$ cat config.mk
export PLATFORM = sky130hd
export DESIGN_NAME = cache_mem_arbiter_flat
export DESIGN_NICKNAME = d
export VERILOG_FILES = /design/src/rtl/cache_mem_arbiter_if.sv /design/src/rtl/cache_mem_arbiter.sv /design/src/flat_wrapper.sv
export SDC_FILE = /design/constraint.sdc
export NUM_CORES = 1
export LEC_CHECK = 0
export BUFFER_PORTS_ARGS = -buffer_cell sky130_fd_sc_hd__buf_2
export CAP_MARGIN = 20
export CORE_AREA = 2 2 199 201
export CTS_BUF_LIST = sky130_fd_sc_hd__clkbuf_16
export DETAILED_ROUTE_END_ITERATION = 12
export DIE_AREA = 0 0 201 203
export SKIP_LAST_GASP = 1
export SLEW_MARGIN = 20
export SYNTH_ARGS = -nofsm -noshare
export SYNTH_HDL_FRONTEND = slang
export SYNTH_SLANG_ARGS = --single-unit
export TNS_END_PERCENT = 50
$ cat constraint.sdc
create_clock -name clk -period 2.3 [get_ports clk]
set_input_delay 0.23 -clock clk [delete_from_list [all_inputs] [get_ports clk]]
set_output_delay 0.23 -clock clk [all_outputs]
set_load 0.02 [all_outputs]
$ cat src/rtl/cache_mem_arbiter_if.sv
// Bundle of the icache, dcache and memory-bridge signals around cache_mem_arbiter.
// master: the arbiter itself; slave: the caches and bridge it serves.
interface cache_mem_arbiter_if;
    logic        i_req;
    logic [63:0] i_addr;
    logic [31:0] i_data;
    logic        i_ok;
    logic        i_err;

    logic        d_req;
    logic        d_we;
    logic [63:0] d_addr;
    logic [63:0] d_wdata;
    logic [7:0]  d_wstrb;
    logic [63:0] d_rdata;
    logic        d_ok;
    logic        d_err;

    logic        mem_valid;
    logic        mem_we;
    logic [63:0] mem_addr;
    logic [63:0] mem_wdata;
    logic [7:0]  mem_wstrb;
    logic [63:0] mem_rdata;
    logic        mem_ok;

    modport master (
        input  i_req, i_addr, d_req, d_we, d_addr, d_wdata, d_wstrb, mem_rdata, mem_ok,
        output i_data, i_ok, i_err, d_rdata, d_ok, d_err,
               mem_valid, mem_we, mem_addr, mem_wdata, mem_wstrb
    );

    modport slave (
        output i_req, i_addr, d_req, d_we, d_addr, d_wdata, d_wstrb, mem_rdata, mem_ok,
        input  i_data, i_ok, i_err, d_rdata, d_ok, d_err,
               mem_valid, mem_we, mem_addr, mem_wdata, mem_wstrb
    );
endinterface

$ cat src/rtl/cache_mem_arbiter.sv
// Shares one memory port between icache refill and dcache refill/writeback.
// One transaction at a time, round-robin on ties, abort with error on timeout.
module cache_mem_arbiter #(
    parameter int unsigned TIMEOUT = 256,
    parameter int unsigned CNT_W   = 9
) (
    input logic                 clk,
    input logic                 rst,
    cache_mem_arbiter_if.master bus
);

    typedef enum logic [2:0] {
        IDLE,
        BUSY_I,
        BUSY_D,
        DONE_I,
        DONE_D
    } state_t;

    localparam logic [CNT_W-1:0] CNT_LAST = CNT_W'(TIMEOUT - 1);

    state_t           state;
    logic             last_i;
    logic [CNT_W-1:0] cnt;
    logic             grant_i;

    // On a tie the side that did not win last time gets the port.
    always_comb begin
        grant_i = bus.i_req && (!bus.d_req || !last_i);
    end

    always_ff @(posedge clk) begin
        if (rst) begin
            state         <= IDLE;
            last_i        <= 1'b0;
            cnt           <= '0;
            bus.mem_valid <= 1'b0;
            bus.mem_we    <= 1'b0;
            bus.mem_addr  <= '0;
            bus.mem_wdata <= '0;
            bus.mem_wstrb <= '0;
            bus.i_ok      <= 1'b0;
            bus.i_err     <= 1'b0;
            bus.i_data    <= '0;
            bus.d_ok      <= 1'b0;
            bus.d_err     <= 1'b0;
            bus.d_rdata   <= '0;
        end else begin
            case (state)
                IDLE: begin
                    if (bus.i_req || bus.d_req) begin
                        cnt           <= '0;
                        bus.mem_valid <= 1'b1;
                        if (grant_i) begin
                            state         <= BUSY_I;
                            last_i        <= 1'b1;
                            bus.mem_we    <= 1'b0;
                            bus.mem_addr  <= bus.i_addr;
                            bus.mem_wdata <= '0;
                            bus.mem_wstrb <= '0;
                        end else begin
                            state         <= BUSY_D;
                            last_i        <= 1'b0;
                            bus.mem_we    <= bus.d_we;
                            bus.mem_addr  <= bus.d_addr;
                            bus.mem_wdata <= bus.d_wdata;
                            bus.mem_wstrb <= bus.d_we ? bus.d_wstrb : 8'h00;
                        end
                    end
                end

                BUSY_I: begin
                    cnt <= cnt + 1'b1;
                    // mem_ok on the last allowed cycle still completes normally.
                    if (bus.mem_ok) begin
                        state         <= DONE_I;
                        bus.mem_valid <= 1'b0;
                        bus.i_ok      <= 1'b1;
                        bus.i_data    <= bus.mem_addr[2] ? bus.mem_rdata[63:32]
                                                         : bus.mem_rdata[31:0];
                    end else if (cnt == CNT_LAST) begin
                        state         <= DONE_I;
                        bus.mem_valid <= 1'b0;
                        bus.i_ok      <= 1'b1;
                        bus.i_err     <= 1'b1;
                        bus.i_data    <= '0;
                    end
                end

                BUSY_D: begin
                    cnt <= cnt + 1'b1;
                    if (bus.mem_ok) begin
                        state         <= DONE_D;
                        bus.mem_valid <= 1'b0;
                        bus.d_ok      <= 1'b1;
                        bus.d_rdata   <= bus.mem_rdata;
                    end else if (cnt == CNT_LAST) begin
                        state         <= DONE_D;
                        bus.mem_valid <= 1'b0;
                        bus.d_ok      <= 1'b1;
                        bus.d_err     <= 1'b1;
                        bus.d_rdata   <= '0;
                    end
                end

                DONE_I: begin
                    state     <= IDLE;
                    bus.i_ok  <= 1'b0;
                    bus.i_err <= 1'b0;
                end

                DONE_D: begin
                    state     <= IDLE;
                    bus.d_ok  <= 1'b0;
                    bus.d_err <= 1'b0;
                end

                default: state <= IDLE;
            endcase
        end
    end

endmodule

$ cat src/flat_wrapper.sv
// flat-port wrapper written by rule: the top's interface ports become plain ports
module cache_mem_arbiter_flat 
#(
    parameter int unsigned TIMEOUT = 256,
    parameter int unsigned CNT_W   = 9
)
  (clk, rst, bus_i_req, bus_i_addr, bus_d_req, bus_d_we, bus_d_addr, bus_d_wdata, bus_d_wstrb, bus_mem_rdata, bus_mem_ok, bus_i_data, bus_i_ok, bus_i_err, bus_d_rdata, bus_d_ok, bus_d_err, bus_mem_valid, bus_mem_we, bus_mem_addr, bus_mem_wdata, bus_mem_wstrb);
  cache_mem_arbiter_if bus_i ();
  input logic clk;
  input logic rst;
  input wire logic [$bits(bus_i.i_req)-1:0] bus_i_req;
  input wire logic [$bits(bus_i.i_addr)-1:0] bus_i_addr;
  input wire logic [$bits(bus_i.d_req)-1:0] bus_d_req;
  input wire logic [$bits(bus_i.d_we)-1:0] bus_d_we;
  input wire logic [$bits(bus_i.d_addr)-1:0] bus_d_addr;
  input wire logic [$bits(bus_i.d_wdata)-1:0] bus_d_wdata;
  input wire logic [$bits(bus_i.d_wstrb)-1:0] bus_d_wstrb;
  input wire logic [$bits(bus_i.mem_rdata)-1:0] bus_mem_rdata;
  input wire logic [$bits(bus_i.mem_ok)-1:0] bus_mem_ok;
  output wire logic [$bits(bus_i.i_data)-1:0] bus_i_data;
  output wire logic [$bits(bus_i.i_ok)-1:0] bus_i_ok;
  output wire logic [$bits(bus_i.i_err)-1:0] bus_i_err;
  output wire logic [$bits(bus_i.d_rdata)-1:0] bus_d_rdata;
  output wire logic [$bits(bus_i.d_ok)-1:0] bus_d_ok;
  output wire logic [$bits(bus_i.d_err)-1:0] bus_d_err;
  output wire logic [$bits(bus_i.mem_valid)-1:0] bus_mem_valid;
  output wire logic [$bits(bus_i.mem_we)-1:0] bus_mem_we;
  output wire logic [$bits(bus_i.mem_addr)-1:0] bus_mem_addr;
  output wire logic [$bits(bus_i.mem_wdata)-1:0] bus_mem_wdata;
  output wire logic [$bits(bus_i.mem_wstrb)-1:0] bus_mem_wstrb;
  assign bus_i.i_req = bus_i_req;
  assign bus_i.i_addr = bus_i_addr;
  assign bus_i.d_req = bus_d_req;
  assign bus_i.d_we = bus_d_we;
  assign bus_i.d_addr = bus_d_addr;
  assign bus_i.d_wdata = bus_d_wdata;
  assign bus_i.d_wstrb = bus_d_wstrb;
  assign bus_i.mem_rdata = bus_mem_rdata;
  assign bus_i.mem_ok = bus_mem_ok;
  assign bus_i_data = bus_i.i_data;
  assign bus_i_ok = bus_i.i_ok;
  assign bus_i_err = bus_i.i_err;
  assign bus_d_rdata = bus_i.d_rdata;
  assign bus_d_ok = bus_i.d_ok;
  assign bus_d_err = bus_i.d_err;
  assign bus_mem_valid = bus_i.mem_valid;
  assign bus_mem_we = bus_i.mem_we;
  assign bus_mem_addr = bus_i.mem_addr;
  assign bus_mem_wdata = bus_i.mem_wdata;
  assign bus_mem_wstrb = bus_i.mem_wstrb;
  cache_mem_arbiter #(.TIMEOUT(TIMEOUT), .CNT_W(CNT_W)) u_core (.clk(clk), .rst(rst), .bus(bus_i));
endmodule
==> reports/results.tsv, run 1 <==
metric	value	unit
outcome	completed	
RePlAce Congestion	0.918	
Power Internal	0.00821	W
largest net degree at the start of global routing	109	
CTS Buf Count	28	
Die Y	203	um
Total GRT Usage	17.8	%
final setup margin	0.0815	ns
sequential-to-total area share from yosys stat	52.7	%
GR Overflow Total	0	
Area Growth Syn to Fin	68.7	%
CTS tree	done	
register area	5030	um^2
DP HPWL	24800	um
HP Class	input port to flip-flop	
initial core utilization	24.8	%
antenna fix cells	0	
CP Class	input port to flip-flop	
overall power	0.0117	W
Max-Cap Viols	0	
H-tree depth	1	
Power Dens Cells	730	nW/um^2
WL final	38500	um
worst skew pair latency	0.56	ns
Mean Syn Cell Area	10.0	um^2
CP required	2.73	ns
DRT iter0 DRCs	525	
nets@finish	1951	
Avg Vias per Cell	4.70	
die area	40800	um^2
Seq pwr share	41.7	%
clk root buf	clkbuf_16	
Worst Path Arrival	2.65	ns
Post-synth EDFFs	0	
worst setup skew after layout	0.0140	ns
P_sw	0.00354	W
Worst-path clk slew	0.06	ns
RSZ-0062 raised after global routing	false	
Async SR Flop Fraction	0	%
# IOs	508	
Post-Syn Instances	950	
Worst Path Max Fanout	39	
synthesized flop and latch total	251	
Mapped Nets	1222	
Worst Tran Pin Value	0.678	ns
startpoint types	input port	
Post-Syn Area	9540	um^2
Wirelength per Cell	17.4	um
worst relative slew slack	54.8	%
Slew Viols, Final	0	
number of global-route vias before repair	10500	
max frequency	451	MHz
antenna violations before repair	0	
final count of hold timing violations	0	
Max IR drop VDD	0.000481	V
first-pass GRT wire length	58300	um
share of cells above drive strength 1	36.1	%
part of the power in the clock network	35.3	%
Clock Tree Buf Depth	3	
Main synth FF type	dfxtp_1	
Antenna Nets Post-Route	0	
Fin Setup TNS	0	ns
period utilization	96.5	%
port buffer count	507	
Comb power frac	23.0	%
Leak Pwr	7.26	nW
drt drc	0	
Syn. warnings	0	
# clock sinks	251	
crit end category	flip-flop	
# rows	72	
final setup fails	0	
Fill cells	3631	
fin crit period	2.22	ns
via count	10400	
synth unique cells	42	
Die X	201	um
sw frac	30.1	%
dpl ws	0.317	ns
DRT Pass-1 Iters	5	
core footprint	38500	um^2
area of the multi-input gates	4150	um^2
Yosys cell counts, drive strengths merged (8+ instances only):
cell,number,area (um^2)
dfxtp,251,5020
a21oi,105,526
o21ai,105,526
nand2,100,375
mux2i,67,671
a22o,65,569
o2bb2ai,64,561
clkbuf,58,218
buf,32,196
mux2,32,360
a32o,8,80.1
nor2,8,30.0
metrics by stage:
stage | hold WS, ns | std cells | util [%] | area (um^2)
floorplan | 0.346 | 950 | - | 9540
global placement | 0.439 | 1909 | 32.9 | 12700
detailed placement | 0.441 | 1909 | 32.9 | 12700
CTS | 0.000526 | 2216 | 41.8 | 16100
global route | 0.0197 | 2216 | 41.8 | 16100
finish | 0.0216 | 2216 | 41.8 | 16100
registers in the layout, summed over array words and instances, names as in the netlist:
register              count
u_core.bus.mem_valid      1
u_core.bus.d_ok           1
u_core.bus.mem_addr      64
u_core.cnt                9
u_core.bus.i_data        32
u_core.bus.mem_we         1
u_core.bus.i_ok           1
u_core.last_i             1
u_core.bus.i_err          1
u_core.state              3
u_core.bus.d_err          1
u_core.bus.mem_wdata     64
u_core.bus.d_rdata       64
u_core.bus.mem_wstrb      8
kinds of logic after synthesis:
family,Yosys count,synth area share (%)
AO/OA/AOI/OAI,361,24.9
AND/OR/NAND/NOR,141,6.73
adder cells (fa/ha/maj),2,0.262
buffers and inverters,95,4.54
flip-flops,251,52.7
XOR/XNOR,1,0.0918
multiplexers,99,10.8
power groups by stage:
stage | Clock [W] | Combinational, W | Sequential (W)
floorplan | 0 | 0.000886 | 0.00538
CTS | 0.00426 | 0.00267 | 0.00489
global route | 0.00444 | 0.00287 | 0.00494
detailed placement | 0 | 0.00227 | 0.00497
global placement | 0 | 0.00224 | 0.00497
finish | 0.00415 | 0.00270 | 0.00490
area by class of cell:
| class | count | area share [%] |
|---|---|---|
| timing repair buffer | 789 | 33.7 |
| sequential | 251 | 31.2 |
| multi-input combinational | 604 | 25.8 |
| clock buffer | 28 | 4.35 |
| tap | 518 | 4.03 |
| clock inverter | 21 | 0.816 |
| inverter | 5 | 0.117 |
critical path, cell delays in order:
cell and delay [ns]:
dlygate4sd3_1 0.54, buf_2 0.17, a21boi_4 0.17, buf_12 0.22, buf_16 0.30, mux2i_1 0.30
dlygate4sd3_1 0.61, o2bb2ai_1 0.06
layer usage:
metal	wire length (um)	track usage, %	share of wire (%)	vias to the layer above
met5	0	0	0	-
met4	1320	7.06	3.4	0
met3	2540	3.24	6.6	77
met2	19200	32.1	50	481
met1	15500	20.8	40	4913
li1	-	-	-	4937
cell usage in the layout, fill, tap and decap left out, drive strengths merged, types with 2 or more instances in the layout:
| cell | count |
|---|---|
| a21oi | 105 |
| a22o | 65 |
| a32o | 8 |
| buf | 531 |
| clkbuf | 28 |
| clkinv | 14 |
| clkinvlp | 2 |
| dfxtp | 251 |
| dlygate4sd3 | 258 |
| ha | 2 |
| inv | 9 |
| mux2 | 32 |
| mux2i | 67 |
| nand2 | 100 |
| nand3 | 6 |
| nor2 | 8 |
| nor3 | 2 |
| nor3b | 2 |
| nor4 | 5 |
| nor4bb | 3 |
| o211a | 2 |
| o211ai | 2 |
| o21ai | 105 |
| o2bb2ai | 64 |
| o31ai | 3 |
| or2 | 2 |
| or3 | 4 |
| or3b | 3 |
| or4 | 3 |
path summary, 6_finish.rpt:
check	depth (start not counted)	start	endpoint	slack (ns)
worst min register to register	1	u_core.bus.mem_addr[54]	u_core.bus.mem_addr[54]	0.46
worst max register to register	6	u_core.last_i	u_core.bus.mem_addr[23]	0.13
worst max-delay path	8	bus_d_req	u_core.bus.mem_addr[23]	0.08
worst min-delay path	3	bus_d_addr[62]	u_core.bus.mem_addr[62]	0.02
timing repair:
action / in CTS / in global routing
hold endpoints to repair: 198 / 0
resized for setup: 0 / 1
hold buffers: 258 / 0
buffers inserted: 0 / 0
endpoints found under the setup margin: 0 / 1
No activity file was read; power rests on OpenSTA's default activity.
==> inputs of run 2 (changes only) <==
- ABC_AREA: default -> 1
- CORE_AREA: 2 2 199 201 -> 2 2 195 197
- DIE_AREA: 0 0 201 203 -> 0 0 197 199
- GPL_ROUTABILITY_DRIVEN: default -> 0
==> reports/results.tsv, run 2 <==
metric	value	unit	change
outcome	completed		
commonest non-fill, non-tap cells in the layout	542 x nand2_1, 506 x buf_2, 250 x dfxtp_1, 175 x dlygate4sd3_1, 154 x o21ai_0		
crit end category	flip-flop		
Worst Path Arrival	2.52	ns	-0.13 ns
Antenna Nets Post-Route	0		unchanged
sequential-to-total area share from yosys stat	51.9	%	-0.80 points
post-synth top area cell	dfxtp_1		
worst setup skew after layout	0.0198	ns	+0.00574 ns
Max-Cap Viols	0		unchanged
Leak Pwr	7.43	nW	+2.4%
registers with the most flip-flops	u_core.bus.d_rdata x64, u_core.bus.mem_addr x64, u_core.bus.mem_wdata x64		
GR Overflow Total	0		unchanged
Main synth FF type	dfxtp_1		
# rows	71		-1.4%
die area	39200	um^2	-3.9%
antenna violations before repair	3		+3
Syn. warnings	0		unchanged
port buffer count	507		unchanged
DRT Pass-1 Iters	6		+1
Post-synth EDFFs	0		unchanged
Slew Viols, Final	0		unchanged
final instance area	15400	um^2	-4.4%
CTS Buf Count	30		+7.1%
r2r endpoint	u_core.bus.d_rdata[12]		
fin crit period	2.05	ns	-0.169 ns
CP required	2.77	ns	+0.04 ns
largest net degree at the start of global routing	106		-2.8%
Worst Tran Pin Value	0.854	ns	+0.176 ns
overall power	0.0130	W	+11%
Wirelength per Cell	14.7	um	-15%
worst skew pair latency	0.56	ns	about the same
Yosys top cell area share	51.9	%	-0.80 points
CTS tree	done		
Avg Vias per Cell	4.41		-6.1%
period utilization	89.1	%	-7.3 points
worst relative slew slack	43.1	%	-12 points
Die X	197	um	-2.0%
H-tree depth	1		unchanged
Clock Tree Buf Depth	3		unchanged
Mean Syn Cell Area	7.38	um^2	-27%
most common cell after layout, fill and taps aside	nand2_1		
RSZ-0062 raised after global routing	false		
drt drc	0		unchanged
DRT iter0 DRCs	554		+5.5%
r2r setup slk	0.25	ns	+0.12 ns
r2r worst-path depth	12		+6
final count of hold timing violations	0		unchanged
Post-Syn Area	9690	um^2	+1.5%
Worst setup startpoint	u_core.cnt[0]		
HP Class	input port to flip-flop		
Max IR drop VDD	0.000486	V	+1.1%
core footprint	37100	um^2	-3.5%
Post-synth top cells	543 x nand2_1, 251 x dfxtp_1, 154 x o21ai_0		
nets@finish	2231		+14%
initial core utilization	26.1	%	+1.3 points
most numerous cell in the Yosys netlist	nand2_1		
synthesized flop and latch total	251		unchanged
Worst Path Max Fanout	66		+69%
critical path endpoint	u_core.bus.d_rdata[12]		
Area Growth Syn to Fin	58.9	%	
Buf/Inv on CP	3		-2
CP Cell Sequence	ha_1 -> nand2_1 -> inv_1 -> nand2_1 -> nor3_1 -> ha_1 -> nor2_1 -> inv_1 -> nand3_2 -> buf_12 -> nand2_1 -> a21oi_1		
clk root buf	clkbuf_16		
CP max stage cell	dfxtp_1		
Critical Path Max Stage Delay	0.34	ns	-0.27 ns
share of cells above drive strength 1	32.3	%	-3.8 points
first-pass GRT wire length	55000	um	-5.7%
Fin Setup TNS	0	ns	unchanged
CP Class	flip-flop to flip-flop		
Post-DP Area	12600	um^2	-0.22%
# IOs	508		unchanged
Total GRT Usage	17.4	%	-0.39 points
Post-Syn Instances	1313		+38%
Power Dens Cells	846	nW/um^2	+16%
via count	10800		+4.1%
Mapped Nets	1585		+30%
Critical R2R Launch	u_core.cnt[0]		
synth unique cells	22		-48%
number of global-route vias before repair	10700		+1.3%
WL final	36100	um	-6.3%
# clock sinks	251		unchanged
Async SR Flop Fraction	0	%	unchanged
Die Y	199	um	-2.0%
Crit path depth	12		+4
crit-path leading delay family	simple AND/OR/NAND/NOR gates		
final setup fails	0		unchanged
Worst-path clk slew	0.06	ns	about the same
CP most frequent cell	nand2_1		
max frequency	488	MHz	+8.2%
startpoint types	flip-flop		
DP HPWL	24600	um	-0.85%
Post-CTS Setup Repair Bufs	0		unchanged
top post-synthesis cells by area	dfxtp_1 52%, nand2_1 21%, o21ai_0 8.0%, a21oi_1 5.6%, or2_2 4.1%		
run 2: changes by cell type in the layout (fill, tap and decap cells not counted), moves of 8 or more:
cell,delta
a22o_1,-65
a32o_1,-8
buf_4,-11
dlygate4sd3_1,-83
inv_1,+42
mux2_2,-32
mux2i_1,-67
nand2_1,+442
nand3_1,+12
nor2_1,+13
o21ai_0,+49
o21ai_1,+9
o2bb2ai_1,-64
or2_2,+61
run 2: how the worst min path moves through the flow:
stage                               start                  endpoint  slack, ns  cells past startpoint
after floorplan            bus_d_wdata[0]   u_core.bus.mem_wdata[0]       0.33                      2
after global placement    bus_d_wdata[29]  u_core.bus.mem_wdata[29]       0.42                      3
after detailed placement   bus_d_wdata[5]   u_core.bus.mem_wdata[5]       0.42                      3
after CTS                   bus_d_addr[9]    u_core.bus.mem_addr[9]      0.001                      3
after global routing        bus_d_addr[5]    u_core.bus.mem_addr[5]       0.01                      3
final                      bus_d_addr[32]   u_core.bus.mem_addr[32]       0.02                      3
run 2: report_power, final:
part           switching, W  leakage, nW  total [W]  internal (W)
combinational       0.00198         4.90    0.00314       0.00115
clock               0.00194        0.487    0.00472       0.00278
sequential         0.000297         2.05    0.00516       0.00487
total               0.00422         7.43     0.0130       0.00880
run 2: routing by layer:
metal / share of wire (%) / global-route usage (%)
met5: 0.036 / 0
met4: 3.3 / 6.63
met3: 7.2 / 3.90
met2: 47 / 29.9
met1: 42 / 21.2
run 2: cells by family (layout without fill, tap and decap cells):
| group | Yosys count | count (layout) | synth area share, % |
|---|---|---|---|
| simple gates | 651 | 651 | 27.4 |
| compound gates | 273 | 273 | 14.1 |
| flops | 251 | 251 | 51.9 |
| buf+inv | 134 | 803 | 6.14 |
| fa+ha+maj | 2 | 2 | 0.258 |
| xor+xnor | 2 | 2 | 0.181 |
| other cells | 0 | 1 | 0 |
run 2: through the flow:
stage	std cells	setup WS, ns	utilization [%]	hold slack (ns)
3_5_place_dp	2226	0.231	34.0	0.422
5_1_grt	2457	0.0314	41.4	0.0120
2_1_floorplan	1313	0.365	-	0.333
3_3_place_gp	2226	0.311	34.0	0.419
4_1_cts	2456	0.228	41.4	0.00109
6_report	2457	0.251	41.4	0.0205
run 2: cell type report:
| type | instances | area [um^2] |
|---|---|---|
| clock inverter | 24 | 208 |
| inverter | 52 | 198 |
| tap | 474 | 593 |
| timing repair buffer | 696 | 4500 |
| sequential | 251 | 5030 |
| clock buffer | 31 | 776 |
| antenna | 1 | 2.50 |
| fill | 3709 | 21700 |
| multi-input combinational | 928 | 4080 |
run 2: worst register-to-register path: stages (launching register included):
cell and delay [ns]:
dfxtp_1 0.34, ha_1 0.23, nand2_1 0.09, inv_1 0.06, nand2_1 0.08, nor3_1 0.05, ha_1 0.20, nor2_1 0.13
inv_1 0.11, nand3_2 0.09, buf_12 0.30, nand2_1 0.13, a21oi_1 0.17
run 2: timing repair:
| item | CTS | global route |
|---|---|---|
| setup endpoints to repair | 0 | 11 |
| hold endpoints to repair | 175 | 0 |
| resized for setup | 0 | 1 |
| hold buffers | 175 | 0 |
==> inputs of run 3 (changes only) <==
- PLACE_DENSITY: default -> 0.5
==> reports/results.tsv, run 3 (synthesis gave the netlist of run 2 again) <==
metric	value	unit	change
final setup fails	0		unchanged
CTS tree	done		
worst setup skew after layout	0.0126	ns	-0.00719 ns
Worst-path clk slew	0.06	ns	about the same
# IOs	508		unchanged
Slew Viols, Final	0		unchanged
# clock sinks	251		unchanged
first-pass GRT wire length	57300	um	+4.1%
RSZ-0062 raised after global routing	true		
drt drc	0		unchanged
CTS Buf Count	30		unchanged
Seq pwr share	39.7	%	about the same
nets@finish	2254		+1.0%
final setup margin	0.240	ns	-0.0109 ns
max frequency	485	MHz	-0.53%
DP HPWL	26600	um	+8.1%
die area	39200	um^2	unchanged
Max-Cap Viols	0		unchanged
commonest non-fill, non-tap cells in the layout	542 x nand2_1, 506 x buf_2, 250 x dfxtp_1, 194 x dlygate4sd3_1, 154 x o21ai_0		
part of the power in the clock network	35.8	%	-0.4 points
sw frac	32.6	%	+0.25 points
clk root buf	clkbuf_16		
registers with the most flip-flops	u_core.bus.d_rdata x64, u_core.bus.mem_addr x64, u_core.bus.mem_wdata x64		
Worst Path Arrival	2.58	ns	+0.06 ns
Power Dens Cells	834	nW/um^2	-1.5%
Clock Tree Buf Depth	3		unchanged
P_sw	0.00424	W	+0.50%
CP required	2.82	ns	+0.05 ns
DRT Pass-1 Iters	5		-1
most common cell after layout, fill and taps aside	nand2_1		
antenna violations before repair	3		unchanged
Area Growth Syn to Fin	60.8	%	
final count of hold timing violations	0		unchanged
Max IR drop VDD	0.000570	V	+17%
Comb power frac	24.6	%	+0.5 points
r2r setup slk	0.24	ns	about the same
Die Y	199	um	unchanged
HP Class	input port to flip-flop		
Final Instance Count excl. Fillers	2483		+1.1%
initial core utilization	26.1	%	unchanged
via count	10800		-0.58%
# rows	71		unchanged
worst relative slew slack	50.2	%	+7.1 points
Die X	197	um	unchanged
H-tree depth	1		unchanged
Total GRT Usage	18.4	%	+1.0 points
overall power	0.0130	W	-0.27%
Wirelength per Cell	15.2	um	+3.4%
WL final	37800	um	+4.5%
crit end category	flip-flop		
startpoint types	flip-flop		
CP Class	flip-flop to flip-flop		
Worst Path Max Fanout	39		-41%
Worst Tran Pin Value	0.746	ns	-0.108 ns
DRT iter0 DRCs	480		-13%
Antenna Nets Post-Route	0		unchanged
number of global-route vias before repair	10600		-0.76%
Cells after DPL	2228		+0.090%
core footprint	37100	um^2	unchanged
largest net degree at the start of global routing	78		-26%
Avg Vias per Cell	4.34		-1.6%
outcome	completed		
worst skew pair latency	0.57	ns	about the same
period utilization	89.6	%	+0.48 points
GR Overflow Total	0		unchanged
dpl ws	0.250	ns	+0.0190 ns
port buffer count	507		unchanged
fin crit period	2.06	ns	+0.0109 ns
share of cells above drive strength 1	32.1	%	-0.22 points
Leak Pwr	7.50	nW	+0.92%
Power Internal	0.00875	W	-0.64%
run 3: cell types whose count changed in the layout (fill, tap and decap cells not counted), moves of 2 or more:
cell / change
buf_4: +7
diode_2: +3
clkinv_4: -3
buf_6: -2
dlygate4sd3_1: +19
clkinv_2: +2
run 3: stage by stage:
| step | hold WS, ns | cell area (um^2) | setup TNS (ns) | util (%) |
|---|---|---|---|---|
| after floorplan | 0.333 | 9690 | 0 | - |
| after global placement | 0.417 | 12600 | 0 | 34.1 |
| after detailed placement | 0.421 | 12600 | 0 | 34.1 |
| after CTS | 0.00453 | 15500 | 0 | 41.9 |
| after global routing | 0.0179 | 15600 | -0.0341 | 41.9 |
| final | 0.0104 | 15600 | 0 | 41.9 |
run 3: per-layer routing:
metal  track usage (%)  part of all wire [%]  vias to the layer above  wire length (um)
met3              4.93                   6.8                       83              2570
met1              21.6                    41                     4870             15600
li1                  -                     -                     5500                 -
met2              31.3                    48                      319             18100
met5                 0                     0                        -                 0
met4              8.35                   3.9                        0              1460
run 3: layout make-up:
| cell class | instances | area [um^2] |
|---|---|---|
| Fill cell | 3856 | 21600 |
| Clock buffer | 30 | 751 |
| Sequential cell | 251 | 5030 |
| Tap cell | 474 | 593 |
| Multi-Input combinational cell | 928 | 4080 |
| Inverter | 52 | 198 |
| Timing Repair Buffer | 719 | 4700 |
| Antenna cell | 4 | 10.0 |
| Clock inverter | 25 | 210 |
run 3: worst paths after layout:
check | from | to | cells past startpoint
worst max-delay path | u_core.state[1] | u_core.bus.mem_wstrb[0] | 9
worst min-delay path | bus_d_addr[52] | u_core.bus.mem_addr[52] | 3
worst max register to register | u_core.state[1] | u_core.bus.mem_wstrb[0] | 9
worst min register to register | u_core.bus.mem_wdata[28] | u_core.bus.mem_wdata[28] | 2
run 3: what timing repair did:
item,CTS,global route
endpoints found under the setup margin,0,4
endpoints found under the hold margin,188,0
resized for setup,0,0
hold buffers,194,0
buffers inserted,0,2
run 3: worst max-delay path, cell delays in order (launching register included):
cell and delay (ns):
dfxtp_1 0.39, nor2_4 0.14, nand2_1 0.09, nor2_2 0.15
nand2_2 0.12, nor2_8 0.16, buf_12 0.22, nand3_1 0.10
dlygate4sd3_1 0.58, nand2_1 0.06
run 3: power by group through the flow:
stage                     combinational (W)  clock (W)  sequential, W
after detailed placement            0.00295          0        0.00523
after CTS                           0.00322    0.00481        0.00515
after floorplan                     0.00113          0        0.00582
final                               0.00319    0.00464        0.00515
after global placement              0.00294          0        0.00522
after global routing                0.00349    0.00500        0.00521
